$ cat src/rtl/bus_rx_pkg.sv
// bus_rx_pkg: shared state type, T-bit polarity and word-length legality check
package bus_rx_pkg;
    typedef enum logic [1:0] {Idle, Receive, Done} rx_word_state_e;
    localparam logic T_BIT_ODD = 1'b1;
    function automatic logic len_ok(input int len, input logic par, input int max_bits);
        return (len >= (par ? 2 : 1)) && (len <= max_bits);
    endfunction
endpackage

$ cat src/rtl/bus_rx_bit_shifter.sv
// bus_rx_bit_shifter: MSB-first shift register with a word-length down-counter
module bus_rx_bit_shifter #(
    parameter int MaxBits = 9,
    localparam int CntW = $clog2(MaxBits + 1)
) (
    input  logic                clk_i,
    input  logic                rst_ni,
    input  logic                clear_i,
    input  logic                load_i,
    input  logic [CntW-1:0]     len_i,
    input  logic                sample_i,
    input  logic                sda_i,
    output logic                last_o,
    output logic [MaxBits-1:0]  shift_o
);
    logic [MaxBits-1:0] shift_q, shift_d, base_shift;
    logic [CntW-1:0]    cnt_q, cnt_d, base_cnt;
    logic               take;
    // clear/load act first so a sample in the same cycle lands in a fresh word
    always_comb begin
        base_shift = clear_i ? '0 : shift_q;
        base_cnt   = load_i ? len_i : cnt_q;
        take       = sample_i && (base_cnt != '0);
        shift_d    = take ? {base_shift[MaxBits-2:0], sda_i} : base_shift;
        cnt_d      = take ? base_cnt - CntW'(1) : base_cnt;
        last_o     = (base_cnt == CntW'(1));
    end
    assign shift_o = shift_d;
    // shift register and counter state
    always_ff @(posedge clk_i or negedge rst_ni) begin
        if (!rst_ni) begin
            shift_q <= '0;
            cnt_q   <= '0;
        end else begin
            shift_q <= shift_d;
            cnt_q   <= cnt_d;
        end
    end
endmodule

$ cat src/rtl/bus_rx_word_flow.sv
// bus_rx_word_flow: SCL-edge word receiver with optional odd-parity T-bit
module bus_rx_word_flow
    import bus_rx_pkg::*;
#(
    parameter int MaxBits = 9,
    localparam int CntW = $clog2(MaxBits + 1)
) (
    input  logic                clk_i,
    input  logic                rst_ni,
    input  logic                scl_posedge_i,
    input  logic                sda_i,
    input  logic                rx_req_i,
    input  logic [CntW-1:0]     rx_len_i,
    input  logic                rx_par_chk_i,
    output logic [MaxBits-1:0]  rx_data_o,
    output logic                rx_done_o,
    output logic                rx_idle_o,
    output logic                par_err_o,
    output logic                error_o
);
    rx_word_state_e     state_q, state_d;
    logic [MaxBits-1:0] data_q, data_d, word;
    logic               par_q, par_d, perr_q, perr_d, err_q, err_d;
    logic               clear, load, sample, last, legal, done_d;

    bus_rx_bit_shifter #(.MaxBits(MaxBits)) u_shifter (
        .clk_i    (clk_i),
        .rst_ni   (rst_ni),
        .clear_i  (clear),
        .load_i   (load),
        .len_i    (rx_len_i),
        .sample_i (sample),
        .sda_i    (sda_i),
        .last_o   (last),
        .shift_o  (word)
    );

    assign legal = len_ok(int'(rx_len_i), rx_par_chk_i, MaxBits);

    // next state, start/sample control, and result capture on entry to Done
    always_comb begin
        state_d = state_q;
        clear   = 1'b0;
        load    = 1'b0;
        sample  = 1'b0;
        err_d   = 1'b0;
        case (state_q)
            Idle: begin
                if (rx_req_i) begin
                    err_d   = ~legal;
                    load    = legal;
                    clear   = legal;
                    state_d = legal ? Receive : Idle;
                end
            end
            Receive: begin
                if (!rx_req_i) state_d = Idle;
                else if (scl_posedge_i) begin
                    sample  = 1'b1;
                    state_d = last ? Done : Receive;
                end
            end
            Done: begin
                if (!rx_req_i) state_d = Idle;
                else if (legal) begin
                    load    = 1'b1;
                    clear   = 1'b1;
                    sample  = scl_posedge_i;
                    state_d = (scl_posedge_i && last) ? Done : Receive;
                end else begin
                    err_d   = 1'b1;
                    state_d = Idle;
                end
            end
            default: state_d = Idle;
        endcase
        par_d  = load ? rx_par_chk_i : par_q;
        done_d = sample && last;
        data_d = done_d ? (par_d ? word >> 1 : word) : data_q;
        perr_d = done_d ? (par_d && ((^word) != T_BIT_ODD)) : perr_q;
    end

    // state and output registers
    always_ff @(posedge clk_i or negedge rst_ni) begin
        if (!rst_ni) begin
            state_q <= Idle;
            data_q  <= '0;
            par_q   <= 1'b0;
            perr_q  <= 1'b0;
            err_q   <= 1'b0;
        end else begin
            state_q <= state_d;
            data_q  <= data_d;
            par_q   <= par_d;
            perr_q  <= perr_d;
            err_q   <= err_d;
        end
    end

    assign rx_data_o = data_q;
    assign rx_done_o = (state_q == Done);
    assign rx_idle_o = (state_q == Idle);
    assign par_err_o = perr_q;
    assign error_o   = err_q;
endmodule
$ cat config.mk
export PLATFORM = sky130hd
export DESIGN_NAME = bus_rx_word_flow
export DESIGN_NICKNAME = d
export VERILOG_FILES = /design/src/rtl/bus_rx_pkg.sv /design/src/rtl/bus_rx_bit_shifter.sv /design/src/rtl/bus_rx_word_flow.sv
export SDC_FILE = /design/constraint.sdc
export NUM_CORES = 1
export LEC_CHECK = 0
export CELL_PAD_IN_SITES_DETAIL_PLACEMENT = 1
export CELL_PAD_IN_SITES_GLOBAL_PLACEMENT = 2
export CORE_MARGIN = 1
export CORE_UTILIZATION = 31
export CTS_BUF_LIST = sky130_fd_sc_hd__clkbuf_4 sky130_fd_sc_hd__clkbuf_8
export CTS_CLUSTER_SIZE = 25
export DETAILED_ROUTE_END_ITERATION = 7
export HOLD_SLACK_MARGIN = 0.06
export PLACE_DENSITY = 0.88
export SYNTH_ARGS = -nofsm -noshare
export SYNTH_HDL_FRONTEND = slang
export SYNTH_SLANG_ARGS = --single-unit
$ cat constraint.sdc
create_clock -name clk_i -period 3.6 [get_ports clk_i]
set_input_delay 0.9 -clock clk_i [delete_from_list [all_inputs] [get_ports clk_i]]
set_output_delay 0.9 -clock clk_i [all_outputs]
set_load 0.02 [all_outputs]
# Word level (Yosys, flattened, before mapping)
# Cells that the tools add are included.
# op_classes
add_sub_neg,1
n_lt_le_gt_ge,2
n_eq_ne,5
muxes,29
n_bitwise,2
n_reduce_logical,9
# op_table
op,count
two-way mux 9 bit,3
two-way mux 2 bit,8
two-way mux 1 bit,12
XOR reduction 9 bit,1
two-way mux 4 bit,2
one-hot mux 1 bit (2 select lines),3
one-hot mux 2 bit (3 select lines),1
logical AND 1 bit,5
equality test 4 x 1 -> 1 bit (second input constant),1
>= comparator 4 x 2 -> 1 bit,1
<= comparator 4 bit (second input constant),1
nonzero test 4 bit,1
subtractor 4 x 1 -> 4 bit (second input constant),1
!= test 3 bit (second input constant),1
equality test 2 x 1 -> 1 bit (second input constant),1
equality test 2 bit (second input constant),1
logical NOT 2 bit,1
!= test 2 bit (second input constant),1
NOT 1 bit,2
AND reduction 2 bit,1
# word_totals
register_bits,27
inputBits,10
output_inout_bits,13
wordCells,55

# Depth between registers and ports, before layout
# Gate-level depths: netlist of run 1.
# depth
word_depth,13
ltp_mapped,17
ltp_nobuf,16

# Cells and area by module
# From an unflattened synthesis of run 1, not the netlist that was laid out.
# hier_totals
cells_unflattened,162
area_unflattened_um2,1644.1
# modules_own_cells
mod,instances,cells_each,area_each_um2,seq_area_each_um2
bus_rx_word_flow,1,105,960.9,350.3
bus_rx_bit_shifter,1,57,683.2,325.3

# Least setup slack after synthesis of run 1
# Ideal clock, no wire load.
# synth_timing
kind,input -> register
from,in rx_len_i[0]
to,"reg perr_q, in the netlist par_err_o"
setup_ns,0.092
arrival_ns,4.047
required_ns,3.508
path_slack_ns,-0.539
cell_stages,15
n_path_buf,1
path_cell_list,inv_1 ha_1 nand2b_1 a2111oi_4 or2_4 buf_4 mux2i_1 ha_1 nor3b_1 o21ai_1 o211ai_4 mux2i_1 xor2_1 nor3_1 o31ai_2
# synth_between
elab_chain_len,12
word_cells_on_any_way,21
cone_classes,order compare: 2; eq/ne: 1; mux: 11; bitwise: 1; reduce/logical: 6
# synth_rtl
item,line,text
start: declaration,bus_rx_word_flow.sv:13,"input logic [CntW-1:0] rx_len_i,"
>= comparator 4 x 2 -> 1 bit or <= comparator 4 bit (tied branches),bus_rx_pkg.sv:6,return (len >= (par ? 2 : 1)) && (len <= max_bits);
logical AND 1 bit,bus_rx_pkg.sv:6,
two-way mux 1 bit,bus_rx_word_flow.sv:65,else if (legal) begin
two-way mux 1 bit,bus_rx_word_flow.sv:64,if (!rx_req_i) state_d = Idle;
one-hot mux 1 bit (2 select lines),bus_rx_word_flow.sv:47,case (state_q)
two-way mux 4 bit,bus_rx_bit_shifter.sv:22,base_cnt = load_i ? len_i : cnt_q;
nonzero test 4 bit,bus_rx_bit_shifter.sv:23,take = sample_i && (base_cnt != '0);
logical AND 1 bit,bus_rx_bit_shifter.sv:23,
two-way mux 9 bit,bus_rx_bit_shifter.sv:24,"shift_d = take ? {base_shift[MaxBits-2:0], sda_i} : base_shift;"
XOR reduction 9 bit,bus_rx_word_flow.sv:80,perr_d = done_d ? (par_d && ((^word) != T_BIT_ODD)) : perr_q;
NOT 1 bit,bus_rx_word_flow.sv:80,
logical AND 1 bit,bus_rx_word_flow.sv:80,
end signal: assignment,bus_rx_word_flow.sv:95,perr_q <= perr_d;
end: declaration,bus_rx_word_flow.sv:23,"logic par_q, par_d, perr_q, perr_d, err_q, err_d;"
# Several ways; a longest one is shown, not always the timed one.
# A chain may end at the register's enable or synchronous reset.

# Worst setup path in the final report of run 1
# layout_timing
from,in rx_req_i
to,"reg perr_q, in the netlist par_err_o"
# layout_between
elab_chain_len,9
word_cells_on_any_way,17
cone_classes,eq/ne: 1; mux: 10; bitwise: 1; reduce/logical: 5
# layout_rtl
item,line,text
start: declaration,bus_rx_word_flow.sv:12,"input logic rx_req_i,"
two-way mux 1 bit (on tied branches),"bus_rx_word_flow.sv:64, bus_rx_word_flow.sv:49",
one-hot mux 1 bit (2 select lines),bus_rx_word_flow.sv:47,
two-way mux 4 bit,bus_rx_bit_shifter.sv:22,
nonzero test 4 bit,bus_rx_bit_shifter.sv:23,
logical AND 1 bit,bus_rx_bit_shifter.sv:23,
two-way mux 9 bit,bus_rx_bit_shifter.sv:24,
XOR reduction 9 bit,bus_rx_word_flow.sv:80,
NOT 1 bit,bus_rx_word_flow.sv:80,
logical AND 1 bit,bus_rx_word_flow.sv:80,
# Several ways; a longest one is shown, not always the timed one.

==> results of run 1 <==
[cells in the final DEF, fill, tap and decap left out, types with 2 or more instances in the layout]
master           instances
nor2b_1                  2
a21o_1                   3
nor3_1                   9
nor2_1                  16
inv_1                    6
ha_4                     3
dlymetal6s2s_1           2
nand2_1                 21
dfrtp_1                 27
a21oi_1                 12
mux2i_1                 12
xor2_1                   5
nand3_1                  3
or2_4                    2
o21ai_1                  7
o21ai_0                  9
buf_4                   29
clkbuf_2                 2
xnor2_1                  6
ha_1                     5
clkdlybuf4s50_1         17
buf_12                   2
clkbuf_8                 3
[registers in the layout (all words and copies together) (netlist names)]
| name | cells |
|---|---|
| state_q | 2 |
| par_err_o | 1 |
| u_shifter.shift_q | 9 |
| par_q | 1 |
| error_o | 1 |
| u_shifter.cnt_q | 4 |
| rx_data_o | 9 |
[layer usage]
layer	track usage	up-vias	routed length (µm)
met5	0	-	0
met4	0.0566	0	59
met3	0.0174	4	46
met2	0.291	12	2170
met1	0.226	698	2080
li1	-	716	-
[cells by family after synthesis]
group                      after synthesis  synth area share
AOI/OAI and AO/OA                       39             0.161
xor gates and xnor gates                11            0.0582
DFF                                     27             0.408
buffers and inverters                   15            0.0393
adders and majority gates                8            0.0605
and+or+nand+nor                         64             0.187
muxes                                   14            0.0855
[worst reg2reg max path, delay by kind of cell, from the launching register on]
family	cells	cell delay (ps)
compound gates	6	990
simple gates	3	600
flops	1	440
fa+ha+maj	2	380
mux	1	260
xor+xnor	1	260
buf+inv	2	180
[Yosys cell counts, drive strengths merged (2+ instances only)]
cell	count
xor2	5
a21oi	12
nor2	17
ha	8
nor3	10
buf	5
nor2b	2
mux2i	13
nand3	3
inv	9
nand2b	2
nand2	22
xnor2	6
and3	2
or2	2
o21ai	17
dfrtp	27
a21o	3
[layout make-up]
class / instances / area, µm²
clock inverters: 1 / 7.51
clock buffers: 3 / 41.3
well taps: 70 / 87.6
multi-input cells: 136 / 991
fillers: 587 / 2780
inverters: 9 / 48.8
repair buffers: 53 / 474
flip-flops and latches: 27 / 676
[power by group through the flow]
stage | Combinational, mW | Sequential (mW) | Clock [mW]
after floorplan | 0.375 | 0.414 | 0
after global placement | 0.554 | 0.431 | 0
after detailed placement | 0.575 | 0.432 | 0
after CTS | 0.585 | 0.427 | 0.190
after global routing | 0.663 | 0.435 | 0.196
final | 0.608 | 0.427 | 0.178
[per-stage QoR]
step / hold WS, ps / power [mW] / util
after floorplan: 488 / 0.789 / -
after global placement: 465 / 0.985 / 0.437
after detailed placement: 476 / 1.01 / 0.437
after CTS: 499 / 1.20 / 0.448
after global routing: 533 / 1.29 / 0.455
final: 489 / 1.21 / 0.455
[worst max path at each step]
stage	end	slack, ps	cells after the start
after floorplan	par_err_o	-130	15
final	par_err_o	150	14
after CTS	par_err_o	10	15
after detailed placement	par_err_o	-650	15
after global routing	par_err_o	-10	15
after global placement	rx_data_o[1]	-530	17
[what timing repair did]
item / 4_1_cts / 5_1_grt
hold buffers: 0 / 0
gates resized for setup: 7 / 11
pin swaps: 4 / 9
endpoints found under the setup margin: 21 / 10
setup buffers: 2 / 4
==> metrics.yaml, run 1 <==
holdPathEnd: "rx_data_o[5]"
yosys_warnings: 0
arrival_ps: 3650
synth_top_area_frac: 0.408
ir_drop_uv: 221
endpoint_kind: "register"
regToRegStartpoint: "state_q[0]"
power_density_mw_per_mm2: 521
detail_route.wl_per_cell_um: 14.5
drt_wl_total_um: 4350
ys_ff_latch: 27
core_area_mm2: 0.00511
synth-seq-area-share: 0.408
cp.required_ps: 3790
grt_pass1_vias: 1517
clock_path_buffers: 2
post_dp_cell_area_mm2: 0.00223
synth_area_leader_cell: "dfrtp_1"
tightest_slew_ps: 358
preCtsSetupSlack_ps: -650
syn-instance-count: 178
seqPwrFrac: 0.352
insertion_delay_ps: 270
p_leak_nw: 1.05
p_int_uw: 742
die_x_um: 75.0
worstSetupPathType: "input port to register"
cts_buffers: 3
fin_nets: 248
finalNonFillerCells: 299
combPwrFrac: 0.501
ioPinCount: 23
min_period_ps: 3450
hold_viol: 0
hp-class: "register to register"
drtIter0Drc: 39
synthArstFlopShare: 1.00
hold_start: "rx_data_o[5]"
antenna_found_initial: 0
die_area_mm2: 0.00563
final_area_mm2: 0.00233
switchingPower_uw: 470
finalSetupViolCount: 0
drtAntennaViolNets: 0
cpMaxStageDelayCell: "clkdlybuf4s50_1"
rr_worst_depth: 15
area.growth.synth_to_final_pct: 40.6
maxCapViolations: 0
clk_pin_slew_worst_paths_ps: 100
r2r_slack_ps: 410
switching_share: 0.388
skew_ps: 7.81
crit_buf_inv: 2
whs_path_depth: 2
place_inst: 289
cts_sinks: 27
root_buffer: "clkbuf_8"
gp_congestion: 0.832
htreeDepth: 1
startpoint: "rx_req_i"
grt_use_total: 0.170
rows: 26
power.share.clock: 0.146
min_period_over_period: 0.959
avgViaCountPerCell: 4.78
ys_types: 36
cpMostUsedCell: "a21o_1"
ys.flop_type: "dfrtp_1"
num_vias: 1430
drive_above_1_share: 0.262
initial_core_util: 0.324
maxClockFrequency_mhz: 290
overflow: 0
diodes: 0
path_cells: "clkdlybuf4s50_1 > o21ai_0 > a21o_1 > or2_4 > a21o_1 > inv_2 > ha_4 > nor3b_4 > o21ai_2 > o211ai_4 > mux2i_1 > xor2_1 > nor3_2 > o31ai_2"
relSlewSlack: 0.761
firstDrtPassIters: 4
run_status: "complete, no violations"
postSynthNetCount: 196
hpwl_um: 3290
cts_tree: "done"
critPathMaxStageDelay_ps: 470
portBuffers: 22
synth_edf_count: 0
fin_ws_ps: 148
r2r-end: "par_err_o"
drc: 0
synth.cell_area_mm2: 0.00165
grt_pass1_wl_um: 7270
synth_area_leaders: "dfrtp_1 (41%), mux2i_1 (7.9%), ha_1 (6.1%), nand2_1 (4.8%), a21oi_1 (3.6%)"
cp_max_fo: 6
tns_ps: 0
syn_area_per_cell_um2: 9.29
worst_path_dominant_cell_family: "compound AO/OA/AOI/OAI gates"
slew_viol_final: 0
critPathLaunchType: "input port"
die_h_um: 75.0
grt_max_degree: 28
(Power assumes the default switching activity.)
==> inputs of run 2 (changes only) <==
--- a/config.mk
+++ b/config.mk
@@ -5,15 +5,17 @@
 export SDC_FILE = /design/constraint.sdc
 export NUM_CORES = 1
 export LEC_CHECK = 0
+export ABC_AREA = 0
 export CELL_PAD_IN_SITES_DETAIL_PLACEMENT = 1
 export CELL_PAD_IN_SITES_GLOBAL_PLACEMENT = 2
 export CORE_MARGIN = 1
-export CORE_UTILIZATION = 31
+export CORE_UTILIZATION = 36
 export CTS_BUF_LIST = sky130_fd_sc_hd__clkbuf_4 sky130_fd_sc_hd__clkbuf_8
 export CTS_CLUSTER_SIZE = 25
 export DETAILED_ROUTE_END_ITERATION = 7
+export DONT_BUFFER_PORTS = 1
 export HOLD_SLACK_MARGIN = 0.06
-export PLACE_DENSITY = 0.88
+export PLACE_DENSITY = 0.87
 export SYNTH_ARGS = -nofsm -noshare
 export SYNTH_HDL_FRONTEND = slang
 export SYNTH_SLANG_ARGS = --single-unit
==> run 2 against run 1 <==
Clock power is 7% higher. Setup slack gained 100 ps. Count of clock-buffer cells in the layout unchanged. Non-clock buffer count is 47 lower. Largest cell class unchanged. Largest power group unchanged. Design area shrank 19%. Maximum frequency grew 3.1%. Register-to-register slack lost 50 ps. Sequential share of layout area up 6.8 points. Clock skew shrank 1.4 ps.
==> metrics.yaml, run 2 (synthesized netlist as in run 1, its figures left out) <==
critPathLaunchType: "input port"  # unchanged
finalNonFillerCells: 234  # was 299
min_period_over_period: 0.930  # was 0.959
fin_nets: 201  # was 248
cts_hold_buf: 0  # unchanged
grt_pass1_vias: 1379  # was 1517
gp_congestion: 0.799  # was 0.832
min_period_ps: 3350  # was 3450 ps
num_vias: 1231  # was 1430
ioPinCount: 23  # unchanged
die_x_um: 69.8  # was 75.0 µm
portBuffers: 0  # was 22
final_util: 0.430  # was 0.455
drt_wl_total_um: 3940  # was 4350 µm
worstSetupPathType: "input port to register"  # unchanged
antenna_found_initial: 0  # unchanged
root_buffer: "clkbuf_8"  # unchanged
fin_ws_ps: 252  # was 148 ps
core_area_mm2: 0.00438  # was 0.00511 mm²
insertion_delay_ps: 290  # was 270 ps
r2r-end: "par_err_o"  # unchanged
maxCapViolations: 0  # unchanged
r2r_slack_ps: 360  # was 410 ps
whs_ps: 288  # was 489 ps
cp.required_ps: 3810  # was 3790 ps
hold_viol: 0  # unchanged
overflow: 0  # unchanged
area.growth.synth_to_final_pct: 13.9  # was 40.6%
drtAntennaViolNets: 0  # unchanged
cts_buffers: 3  # unchanged
detail_route.wl_per_cell_um: 16.8  # was 14.5 µm
tightest_slew_ps: 344  # was 358 ps
grt_pass1_wl_um: 6900  # was 7270 µm
cp_max_fo: 8  # was 6
finalSetupViolCount: 0  # unchanged
hp-class: "input port to asynchronous set/reset pin"  # was register to register
power_density_mw_per_mm2: 567  # was 521 mW/mm²
endpoint_kind: "register"  # unchanged
avgViaCountPerCell: 5.26  # was 4.78
skew_ps: 6.45  # was 7.81 ps
maxClockFrequency_mhz: 299  # was 290 MHz
layout_common_cells: "dfrtp_1 (27), nand2_1 (21), nor2_1 (16)"  # was buf_4 (29), dfrtp_1 (27), nand2_1 (21)
rr_worst_depth: 15  # unchanged
rows: 24  # was 26
drtIter0Drc: 32  # was 39
htreeDepth: 1  # unchanged
grt_max_degree: 28  # unchanged
preCtsSetupSlack_ps: -76.1  # was -650 ps
grt_use_total: 0.180  # was 0.170
diodes: 0  # unchanged
drive_above_1_share: 0.176  # was 0.262
firstDrtPassIters: 3  # was 4
n_fill_cell: 501  # was 587
run_status: "complete, no violations"  # unchanged
arrival_ps: 3560  # was 3650 ps
die_area_mm2: 0.00487  # was 0.00563 mm²
clk_pin_slew_worst_paths_ps: 110  # was 100 ps
clock_path_buffers: 2  # unchanged
finalPower_mw: 1.07  # was 1.21 mW
cts_tree: "done"  # unchanged
cts_sinks: 27  # unchanged
initial_core_util: 0.377  # was 0.324
layout_commonest_cell: "dfrtp_1"  # was buf_4
drc: 0  # unchanged
ir_drop_uv: 289  # was 221 µV
p_leak_nw: 0.849  # was 1.05 nW
grt_setup_unrepaired: "no"
hpwl_um: 3120  # was 3290 µm
relSlewSlack: 0.770  # was 0.761
regToRegStartpoint: "state_q[1]"  # was state_q[0]
cts_setup_buffers: 0  # was 2
slew_viol_final: 0  # unchanged
place_inst: 230  # was 289
die_h_um: 69.8  # was 75.0 µm
==> run 2: final cells by class <==
type                            count  area (µm²)  share of cell area
Clock inverter                      1        7.51             0.00398
Inverter                            9        48.8              0.0259
Tap cell                           52        65.1              0.0345
Timing Repair Buffer                6        57.6              0.0305
Sequential cell                    27         676               0.359
Clock buffer                        3        41.3              0.0219
Multi-Input combinational cell    136         988               0.525
==> run 2: critical path, stage by stage <==
cell and delay (ps):
inv_12 20, ha_4 210, nand2b_4 150, a2111oi_4 310, or2_4 220, mux2i_4 280, ha_4 170, nor3b_4 240
o21ai_2 110, o211ai_4 150, mux2i_1 270, xnor2_1 110, o21a_1 200, o31ai_2 210
==> run 2: what timing repair did <==
action	4_1_cts	5_1_grt
hold endpoints to repair	0	0
gates resized for setup	0	1
setup endpoints to repair	0	1
==> run 2: worst max path at each step <==
stage	depth (start not counted)	startpoint	to	slack [ps]
4_1_cts	16	rx_par_chk_i	par_err_o	220
2_1_floorplan	15	rx_par_chk_i	par_err_o	-130
3_3_place_gp	14	rx_par_chk_i	par_err_o	50
5_1_grt	16	rx_par_chk_i	par_err_o	90
6_report	14	rx_par_chk_i	par_err_o	250
3_5_place_dp	16	rx_par_chk_i	par_err_o	-80
==> run 2: metal layers <==
metal / part of all wire / vias up / GRT usage
met5: 0 / - / 0
met4: 0.013 / 0 / 0.0600
met3: 0.029 / 4 / 0.0291
met2: 0.50 / 14 / 0.303
met1: 0.46 / 596 / 0.233
li1: - / 617 / -
==> run 2: report_power, final <==
| part | total, mW | internal, mW | switching, mW |
|---|---|---|---|
| Combinational | 0.447 | 0.199 | 0.248 |
| Sequential | 0.432 | 0.359 | 0.0731 |
| Clock | 0.190 | 0.0791 | 0.111 |
| Total | 1.07 | 0.637 | 0.432 |
==> run 2: metrics by stage <==
step | setup TNS (ps) | instance area, µm²
after global placement | 0 | 1830
final | 0 | 1880
after detailed placement | -76.1 | 1830
after global routing | 0 | 1880
after floorplan | -127 | 1750
after CTS | 0 | 1880
==> inputs of run 3 (changes only) <==
--- a/config.mk
+++ b/config.mk
@@ -6,16 +6,14 @@
 export NUM_CORES = 1
 export LEC_CHECK = 0
 export ABC_AREA = 0
-export CELL_PAD_IN_SITES_DETAIL_PLACEMENT = 1
-export CELL_PAD_IN_SITES_GLOBAL_PLACEMENT = 2
 export CORE_MARGIN = 1
-export CORE_UTILIZATION = 36
+export CORE_UTILIZATION = 59
 export CTS_BUF_LIST = sky130_fd_sc_hd__clkbuf_4 sky130_fd_sc_hd__clkbuf_8
 export CTS_CLUSTER_SIZE = 25
 export DETAILED_ROUTE_END_ITERATION = 7
 export DONT_BUFFER_PORTS = 1
 export HOLD_SLACK_MARGIN = 0.06
-export PLACE_DENSITY = 0.87
+export PLACE_DENSITY = 0.89
 export SYNTH_ARGS = -nofsm -noshare
 export SYNTH_HDL_FRONTEND = slang
 export SYNTH_SLANG_ARGS = --single-unit
==> run 3 against run 2 <==
Hold slack got worse by 68 ps. Clock skew rose by 2.6 ps. Combinational power fell by 1%. Clock power fell by 27%. Largest cell class unchanged.
==> metrics.yaml, run 3 (synthesized netlist as in run 1, its figures left out) <==
grt_pass1_wl_um: 5870  # was 6900 µm
gp_congestion: 0.878  # was 0.799
die_h_um: 55.0  # was 69.8 µm
cts_tree: "done"  # unchanged
htreeDepth: 1  # unchanged
path_cells: "inv_1 > ha_1 > o21ai_0 > a21o_1 > or2_4 > nor2_1 > a21o_1 > inv_2 > ha_4 > nor3b_4 > buf_4 > nor2_2 > buf_4 > mux2i_1 > nor2_1 > a21oi_1 > o21ai_0"  # was inv_12 > ha_4 > nand2b_4 > a2111oi_4 > or2_4 > mux2i_4 > ha_4 > nor3b_4 > o21ai_2 > o211ai_4 > mux2i_1 > xnor2_1 > o21a_1 > o31ai_2
insertion_delay_ps: 340  # was 290 ps
multiInputGateArea_um2: 986  # was 988 µm²
worst_path_dominant_cell_family: "compound AO/OA/AOI/OAI gates"  # unchanged
drtAntennaViolNets: 0  # unchanged
hold_viol: 0  # unchanged
portBuffers: 0  # unchanged
avgViaCountPerCell: 6.23  # was 5.26
grt_use_total: 0.282  # was 0.180
ioPinCount: 23  # unchanged
initial_core_util: 0.644  # was 0.377
worstSetupPathType: "register to register"  # was input port to register
grt_max_degree: 28  # unchanged
critPathMaxStageDelay_ps: 460  # was 310 ps
overflow: 0  # unchanged
detail_route.wl_per_cell_um: 17.3  # was 16.8 µm
maxClockFrequency_mhz: 301  # was 299 MHz
arrival_ps: 3540  # was 3560 ps
area.growth.synth_to_final_pct: 10.7  # was 13.9%
endpoint_kind: "register"  # unchanged
power_density_mw_per_mm2: 556  # was 567 mW/mm²
core_area_mm2: 0.00257  # was 0.00438 mm²
run_status: "complete, no violations"  # unchanged
rows: 18  # was 24
cpMaxStageDelayCell: "dfrtp_1"  # was a2111oi_4
cp.required_ps: 3810  # about the same
root_buffer: "clkbuf_4"  # was clkbuf_8
post_dp_cell_area_mm2: 0.00180  # was 0.00183 mm²
cts_hold_buf: 0  # unchanged
critPathLaunchType: "register"  # was input port
seqCellArea_um2: 676  # unchanged
cts_resized: 0  # unchanged
fin_nets: 202  # was 201
cts_buffers: 3  # unchanged
tns_ps: 0  # unchanged
grt_pass1_vias: 1247  # was 1379
relSlewSlack: 0.772  # was 0.770
clock_path_buffers: 2  # unchanged
drive_above_1_share: 0.175  # was 0.176
drc: 0  # unchanged
num_vias: 1327  # was 1231
finalSetupViolCount: 0  # unchanged
antenna_found_initial: 0  # unchanged
slew_viol_final: 0  # unchanged
skew_ps: 9.02  # was 6.45 ps
diodes: 0  # unchanged
p_leak_nw: 0.844  # was 0.849 nW
drt_wl_total_um: 3690  # was 3940 µm
crit_buf_inv: 4  # was 1
cts_sinks: 27  # unchanged
final_area_mm2: 0.00183  # was 0.00188 mm²
maxCapViolations: 0  # unchanged
min_period_over_period: 0.924  # was 0.930
tightest_slew_ps: 340  # was 344 ps
clk_pin_slew_worst_paths_ps: 150  # was 110 ps
n_fill_cell: 192  # was 501
ir_drop_uv: 446  # was 289 µV
final_util: 0.713  # was 0.430
hpwl_um: 2820  # was 3120 µm
layout_common_cells: "dfrtp_1 (27), nand2_1 (21), nor2_1 (16)"  # unchanged
r2r_slack_ps: 270  # was 360 ps
drtIter0Drc: 35  # was 32
hp-class: "input port to asynchronous set/reset pin"  # unchanged
firstDrtPassIters: 4  # was 3
die_area_mm2: 0.00302  # was 0.00487 mm²
min_period_ps: 3330  # was 3350 ps
layout_commonest_cell: "dfrtp_1"  # unchanged
cp_max_fo: 8  # unchanged
cts_setup_buffers: 0  # unchanged
die_x_um: 55.0  # was 69.8 µm
grt_setup_unrepaired: "no"  # unchanged
finalPower_mw: 1.02  # was 1.07 mW
[run 3: area by class of cell]
class                      count  share of cell area
clock buffer                   3              0.0123
clock inverter                 1             0.00410
inverter                       9              0.0267
multi-input combinational    136               0.539
sequential                    27               0.369
tap                           30              0.0205
timing repair buffer           7              0.0287
[run 3: per-stage QoR]
| step | hold WS (ps) | cells | setup WS (ps) |
|---|---|---|---|
| 2_1_floorplan | 488 | 178 | -127 |
| 3_3_place_gp | 521 | 209 | 113 |
| 3_5_place_dp | 550 | 209 | 12.8 |
| 4_1_cts | 224 | 213 | 296 |
| 5_1_grt | 202 | 213 | 19.4 |
| 6_report | 221 | 213 | 272 |
[run 3: worst paths after layout]
check	from	to	depth (start not counted)
worst max-delay path	state_q[1]	rx_data_o[3]	17
worst min-delay path	rst_ni	u_shifter.cnt_q[0]	0
worst max register to register	state_q[1]	rx_data_o[3]	17
worst min register to register	state_q[1]	state_q[1]	2
max in group asynchronous	rst_ni	rx_data_o[7]	0
min in group clk_i	state_q[1]	state_q[1]	2
[run 3: where the power goes]
part           leakage, nW  internal (mW)  switching, mW
sequential           0.363          0.359         0.0782
clock               0.0139         0.0427         0.0967
combinational        0.468          0.196          0.246
[run 3: metal layers]
| layer | share of wire | track usage | up-vias |
|---|---|---|---|
| met1 | 0.43 | 0.371 | 665 |
| met3 | 0.035 | 0.0574 | 10 |
| met5 | 0 | 0 | - |
| li1 | - | - | 619 |
| met4 | 0.021 | 0.113 | 0 |
| met2 | 0.51 | 0.456 | 33 |
